==> src/rtl/n64adv2_rst_sequencer.sv <==
// -----------------------------------------------------------------------------
// n64adv2_rst_sequencer
//
// Central reset sequencer for NUM_CH reset domains that share CLK_i. After
// power-on it waits BOOT_DELAY clock-enabled cycles and then waits for PLL lock.
// It then releases the channel resets one by one, STEP_DELAY cycles apart.
// On PLL lock loss it re-asserts every channel. On a soft reset request it
// re-asserts only the unmasked channels. Each re-assertion lasts at least
// RST_LEN cycles.
//
// Ports:
//   CLK_i         sequencer clock
//   nRST_i        asynchronous active-low power-on reset of the whole block
//   clk_en_i      qualifies boot-delay counting only
//   pll_locked_i  asynchronous PLL lock, synchronised here (2 FF)
//   soft_nrst_i   asynchronous active-low soft reset request, synchronised here
//   mask_i        per channel: 1 = ignore soft reset (lock loss still resets)
//   nRST_o        registered active-low channel resets
//   seq_done_o    high only in RUN
//   state_o       current state (BOOT=0, LOCK=1, REL=2, RUN=3, HOLD=4)
// -----------------------------------------------------------------------------
module n64adv2_rst_sequencer #(
   parameter int NUM_CH     = 4,
   parameter int BOOT_DELAY = 255,
   parameter int STEP_DELAY = 16,
   parameter int RST_LEN    = 4
) (
   input  logic              CLK_i,
   input  logic              nRST_i,
   input  logic              clk_en_i,
   input  logic              pll_locked_i,
   input  logic              soft_nrst_i,
   input  logic [NUM_CH-1:0] mask_i,
   output logic [NUM_CH-1:0] nRST_o,
   output logic              seq_done_o,
   output logic [2:0]        state_o
);

   localparam int BOOT_W = $clog2(BOOT_DELAY + 1);
   localparam int STEP_W = $clog2(STEP_DELAY + 1);
   localparam int HOLD_W = $clog2(RST_LEN + 1);
   localparam int IDX_W  = (NUM_CH > 1) ? $clog2(NUM_CH) : 1;

   localparam logic [BOOT_W-1:0] BOOT_LAST = BOOT_W'(BOOT_DELAY - 1);
   localparam logic [STEP_W-1:0] STEP_LAST = STEP_W'(STEP_DELAY - 1);
   localparam logic [HOLD_W-1:0] HOLD_MAX  = HOLD_W'(RST_LEN);
   localparam logic [IDX_W-1:0]  IDX_LAST  = IDX_W'(NUM_CH - 1);

   typedef enum logic [2:0] {
      ST_BOOT = 3'd0,
      ST_LOCK = 3'd1,
      ST_REL  = 3'd2,
      ST_RUN  = 3'd3,
      ST_HOLD = 3'd4
   } state_t;

   state_t              state_q, state_d;
   logic [BOOT_W-1:0]   boot_cnt_q, boot_cnt_d;
   logic [STEP_W-1:0]   step_cnt_q, step_cnt_d;
   logic [HOLD_W-1:0]   hold_cnt_q, hold_cnt_d;
   logic [IDX_W-1:0]    idx_q, idx_d;
   logic                rel_done_q, rel_done_d;
   logic [NUM_CH-1:0]   rst_q, rst_d;

   // ---- synchroniser stage: async inputs -> p0 -> p1 ----
   logic lock_sync_p0, lock_sync_p1;
   logic soft_sync_p0, soft_sync_p1;

   always_ff @(posedge CLK_i or negedge nRST_i) begin
      if (!nRST_i) begin
         lock_sync_p0 <= 1'b0;
         lock_sync_p1 <= 1'b0;
         soft_sync_p0 <= 1'b0;
         soft_sync_p1 <= 1'b0;
      end else begin
         lock_sync_p0 <= pll_locked_i;
         lock_sync_p1 <= lock_sync_p0;
         soft_sync_p0 <= soft_nrst_i;
         soft_sync_p1 <= soft_sync_p0;
      end
   end

   // ---- sequencer state register ----
   always_ff @(posedge CLK_i or negedge nRST_i) begin
      if (!nRST_i) begin
         state_q    <= ST_BOOT;
         boot_cnt_q <= '0;
         step_cnt_q <= '0;
         hold_cnt_q <= '0;
         idx_q      <= '0;
         rel_done_q <= 1'b0;
         rst_q      <= '0;
      end else begin
         state_q    <= state_d;
         boot_cnt_q <= boot_cnt_d;
         step_cnt_q <= step_cnt_d;
         hold_cnt_q <= hold_cnt_d;
         idx_q      <= idx_d;
         rel_done_q <= rel_done_d;
         rst_q      <= rst_d;
      end
   end

   always_comb begin
      state_d    = state_q;
      boot_cnt_d = boot_cnt_q;
      step_cnt_d = step_cnt_q;
      hold_cnt_d = hold_cnt_q;
      idx_d      = idx_q;
      rel_done_d = rel_done_q;
      rst_d      = rst_q;

      case (state_q)
         ST_BOOT: begin
            if (clk_en_i) begin
               if (boot_cnt_q == BOOT_LAST) begin
                  boot_cnt_d = '0;
                  state_d    = ST_LOCK;
               end else begin
                  boot_cnt_d = boot_cnt_q + BOOT_W'(1);
               end
            end
         end

         ST_LOCK: begin
            // Keep the release bookkeeping cleared while waiting, so REL
            // always starts at channel 0 with a fresh step count.
            step_cnt_d = '0;
            idx_d      = '0;
            rel_done_d = 1'b0;
            if (lock_sync_p1 && soft_sync_p1)
               state_d = ST_REL;
         end

         ST_REL, ST_RUN: begin
            if (!lock_sync_p1) begin
               rst_d      = '0;
               hold_cnt_d = '0;
               state_d    = ST_HOLD;
            end else if (!soft_sync_p1) begin
               // Masked channels keep whatever value they currently have.
               rst_d      = rst_q & mask_i;
               hold_cnt_d = '0;
               state_d    = ST_HOLD;
            end else if (state_q == ST_REL) begin
               if (rel_done_q) begin
                  state_d = ST_RUN;
               end else if (step_cnt_q == STEP_LAST) begin
                  step_cnt_d = '0;
                  for (int k = 0; k < NUM_CH; k++)
                     if (idx_q == IDX_W'(k))
                        rst_d[k] = 1'b1;
                  if (idx_q == IDX_LAST)
                     rel_done_d = 1'b1;
                  else
                     idx_d = idx_q + IDX_W'(1);
               end else begin
                  step_cnt_d = step_cnt_q + STEP_W'(1);
               end
            end
         end

         ST_HOLD: begin
            if (!lock_sync_p1) begin
               // Ongoing lock loss keeps every channel asserted and keeps
               // restarting the minimum assertion time.
               rst_d      = '0;
               hold_cnt_d = '0;
            end else if (hold_cnt_q != HOLD_MAX) begin
               hold_cnt_d = hold_cnt_q + HOLD_W'(1);
            end else if (soft_sync_p1) begin
               state_d = ST_LOCK;
            end
         end

         default: state_d = ST_BOOT;
      endcase
   end

   assign nRST_o     = rst_q;
   assign seq_done_o = (state_q == ST_RUN);
   assign state_o    = state_q;

endmodule
==> config.mk <==
export PLATFORM = sky130hd
export DESIGN_NAME = n64adv2_rst_sequencer
export DESIGN_NICKNAME = d
export VERILOG_FILES = /design/src/rtl/n64adv2_rst_sequencer.sv
export SDC_FILE = /design/constraint.sdc
export NUM_CORES = 1
export LEC_CHECK = 0
export ABC_CLOCK_PERIOD_IN_PS = 2200
export BUFFER_PORTS_ARGS = -buffer_cell sky130_fd_sc_hd__buf_2
export CORE_MARGIN = 10
export CORE_UTILIZATION = 31
export DETAILED_ROUTE_END_ITERATION = 12
export PLACE_DENSITY = 0.53
export SYNTH_ARGS = -nofsm -noshare
export SYNTH_HDL_FRONTEND = slang
export SYNTH_SLANG_ARGS = --single-unit
==> constraint.sdc <==
create_clock -name CLK_i -period 2.2 [get_ports CLK_i]
set_clock_uncertainty 0.1 [all_clocks]
set_input_delay 0.22 -clock CLK_i [delete_from_list [all_inputs] [get_ports CLK_i]]
set_output_delay 0.22 -clock CLK_i [all_outputs]
set_load 0.005 [all_outputs]
==> summary.txt <==
Status
  • Status: finished clean

Route
  • Final ANT Viol Nets: 0
  • Initial DRC Count: 49
  • Total number of vias: about 1,300
  • Wirelength per Cell: 13.4 um
  • Drt pass-1 iters: 4
  • Drt drc: 0
  • Vias/cell: roughly 5.0
  • Routed wire length: approximately 3400 um

Cells and area
  • Multi-input logic area: approximately 800 um^2
  • Diodes inserted: 0
  • Final nets: a little over 200
  • Filler cell count: 523
  • Area Overhead vs Synth: 18.1%
  • Layout cells sized above 1: between 10% and 20%
  • Seq. cell area: about 750 um^2

Job
  • Max-capacitance violation count: 0

Clock network
  • CTS resizes: 0
  • Clock transition at path regs: roughly 0.060 ns
  • Post-CTS setup buffers: 0
  • CTS Hold Bufs: 3
  • Skew-Pair Late Insertion Delay: around 0.28 ns
  • Clk sinks: 30
  • H-tree level count: 2
  • Clk root buf: clkbuf_8
  • CTS Buffer Depth: 2
  • CTS tree: yes
  • Num CTS Buffers: 5

Floorplanning
  • Starting Density: a little under a third
  • Die area: 8460 um^2
  • # IOs: 17
  • CORE AREA: slightly above 5000 um^2
  • Die W: 92.0 um
  • Die Y: approximately 92 um
  • Row Count: 26

STA
  • Crit share post-route: 89.7%
  • Final hold violation count: 0
  • Slew Limit Fails: 0
  • Final worst slack: 0.227 ns
  • Maximum clock frequency: 0.507 GHz
  • Worst slew margin: 56.0%
  • Min Tclk post-route: slightly below 2 ns
  • Unrepaired setup endpoints after global routing: false
  • Slew @ Worst Pin: 0.661 ns
  • Setup tns final: 0 ns
  • Setup violators final: 0

Global route
  • GRT Residual Overflow: 0
  • Total track usage: 8.56%
  • Initial antenna violation count: 0
  • GRT Max-Usage Layer: met2
  • M3 GR Usage: 3.18%
  • First-pass GRT wire length: approximately 6000 um
  • Vias in the first global route: around 1,300
  • Grt met1 use: around a tenth
  • Met2 Track Usage GR: between 10% and 20%
  • Largest net degree at the start of global routing: 31

Synthesis
  • Count leader, synth: dfrtp_1
  • Post-synth top area share: 46.7%
  • Predominant post-synthesis flop cell: dfrtp_1
  • Synth area leader: dfrtp_1
  • Count of cell types in the netlist: 45
  • Syn nets: 178
  • Yosys warnings: 0
  • Top cells by count, synth: 30 x dfrtp_1, 12 x a21oi_1
  • Post-Syn Instances: 160
  • EDFF count, synth: 0
  • Ys async rst share: 100%
  • Post-Syn Area: 1610 um^2
  • Post-synthesis sequential area ratio: between 40 and 50%
  • Count of state elements after synthesis: 30
  • Synth area leaders: dfrtp_1 47%, ha_1 7.0%, a21oi_1 3.7%
  • Syn avg cell area: between 10 and 15 um^2

Critical path
  • Worst path arrival time: approximately 2.1 ns
  • FF-to-FF path depth: 5
  • Endpoint class of the critical path: flop
  • Critical R2R Launch: step_cnt_q[0]$_DFFE_PN0P_
  • Classification of the worst setup path: reg2reg
  • CP Data Required Time: about 2.3 ns
  • Worst reg-to-reg setup slack: 0.23 ns
  • Startpoint class of the critical path: flop
  • Critical register-to-register path endpoint: nRST_o[1]$_DFFE_PN0P_
  • Critical-path maximum fanout: 8

Min path
  • Hold Path Cell Cnt: 3
  • Worst Hold Launch: mask_i[0]
  • Hold Crit Endpoint: nRST_o[0]$_DFFE_PN0P_
  • Min-Delay Path Class: in2reg

Power and ir drop
  • Max VDD drop: around 0.38 mV
  • NetSw: 0.407 mW
  • Clock Power Share: 32.1%
  • Power Dens Cells: around 740 nW/um^2
  • P_int: roughly 1 mW
  • Leakage: ~0.85 nW
  • Comb pwr share: ~16%
  • Sequential Power Share: between 50% and 60%
  • Sw Share: between 20 and 30%

Placement
  • Pre-CTS setup slack: 0.236 ns
  • IO Port Bufs: 16
  • Hpwl dp: 2650 um
  • Gpl congestion: just over 0.8
per-stage QoR:
stage	util (%)	total power [mW]	cells	hold WS, ns	area [um^2]
global route	37.4	1.50	256	0.176	1900
finish	37.4	1.40	256	0.145	1900
CTS	37.4	1.42	256	0.145	1900
floorplan	-	0.875	160	-0.176	1610
global placement	35.0	0.940	245	0.187	1780
detailed placement	35.0	0.959	245	0.202	1780
per-layer routing:
layer  wire [um]  vias up
met3         106        5
met2        1750       12
met4          42        0
met1        1530      611
met5           0        -
li1            -      643
how the worst max path moves through the flow:
stage               cells after the start  slack, ns                         to                      start
global placement                        4       0.32  boot_cnt_q[7]$_DFFE_PN0P_     state_o[2]$_DFFE_PN0P_
finish                                  5       0.23      nRST_o[1]$_DFFE_PN0P_  step_cnt_q[0]$_DFFE_PN0P_
floorplan                               5       0.37  boot_cnt_q[7]$_DFFE_PN0P_     state_o[1]$_DFFE_PN0P_
global route                            5       0.05      nRST_o[3]$_DFFE_PN0P_  step_cnt_q[0]$_DFFE_PN0P_
CTS                                     5       0.23      nRST_o[3]$_DFFE_PN0P_  step_cnt_q[0]$_DFFE_PN0P_
detailed placement                      5       0.24      nRST_o[3]$_DFFE_PN0P_  step_cnt_q[0]$_DFFE_PN0P_
cell usage in the layout (no fill, tap or decap), types with 2 or more instances in the layout:
cell / count
dfrtp_1: 30
o2bb2ai_1: 4
o31ai_1: 3
clkbuf_8: 6
buf_2: 16
nand3b_1: 3
mux2i_1: 2
nor4_1: 2
nand3_1: 7
dlygate4sd3_1: 3
nand2_1: 9
nand2b_1: 4
nor3_1: 3
a221oi_1: 4
and3_1: 2
or2_2: 2
nand4_1: 5
a21oi_1: 12
o21ai_0: 9
nor2_1: 9
or3_1: 2
ha_1: 9
a31oi_1: 4
inv_1: 7
xor2_1: 2
nor3b_1: 2
buf_4: 4
power by group through the flow:
stage / Clock [mW] / Sequential [mW] / Combinational (mW)
floorplan: 0 / 0.718 / 0.158
global placement: 0 / 0.734 / 0.206
detailed placement: 0 / 0.742 / 0.217
CTS: 0.466 / 0.733 / 0.221
global route: 0.492 / 0.752 / 0.252
finish: 0.451 / 0.735 / 0.218
critical path, cell delays in order (launching register included):
cell       delay, ns
dfrtp_1         0.39
ha_1            0.24
nand4b_1        0.31
nor3b_1         0.54
a221oi_1        0.16
o2bb2ai_1       0.16
cell type report:
class	count	area share, %
clock inverter	1	0.264
sequential	30	39.6
inverter	7	1.39
tap	70	4.62
multi-input combinational	118	42.2
clock buffer	7	4.55
timing repair buffer	23	7.39
registers in the layout (all words and copies together) (netlist names):
| name | cells |
|---|---|
| hold_cnt_q | 3 |
| soft_sync_p0 | 1 |
| lock_sync_p1 | 1 |
| boot_cnt_q | 8 |
| state_o | 3 |
| lock_sync_p0 | 1 |
| soft_sync_p1 | 1 |
| idx_q | 2 |
| step_cnt_q | 5 |
| rel_done_q | 1 |
| nRST_o | 4 |
logic make-up after synthesis:
kind of cell             after synthesis  share of synthesized area [%]
AO/OA/AOI/OAI                         43                           17.2
XOR/XNOR                               2                           1.09
adder cells (fa/ha/maj)                9                           7.01
buffers and inverters                 12                           3.43
flip-flops                            30                           46.7
multiplexers                           2                           1.25
AND/OR/NAND/NOR                       62                           23.3
Note: power is estimated with default switching activity, not from simulation.
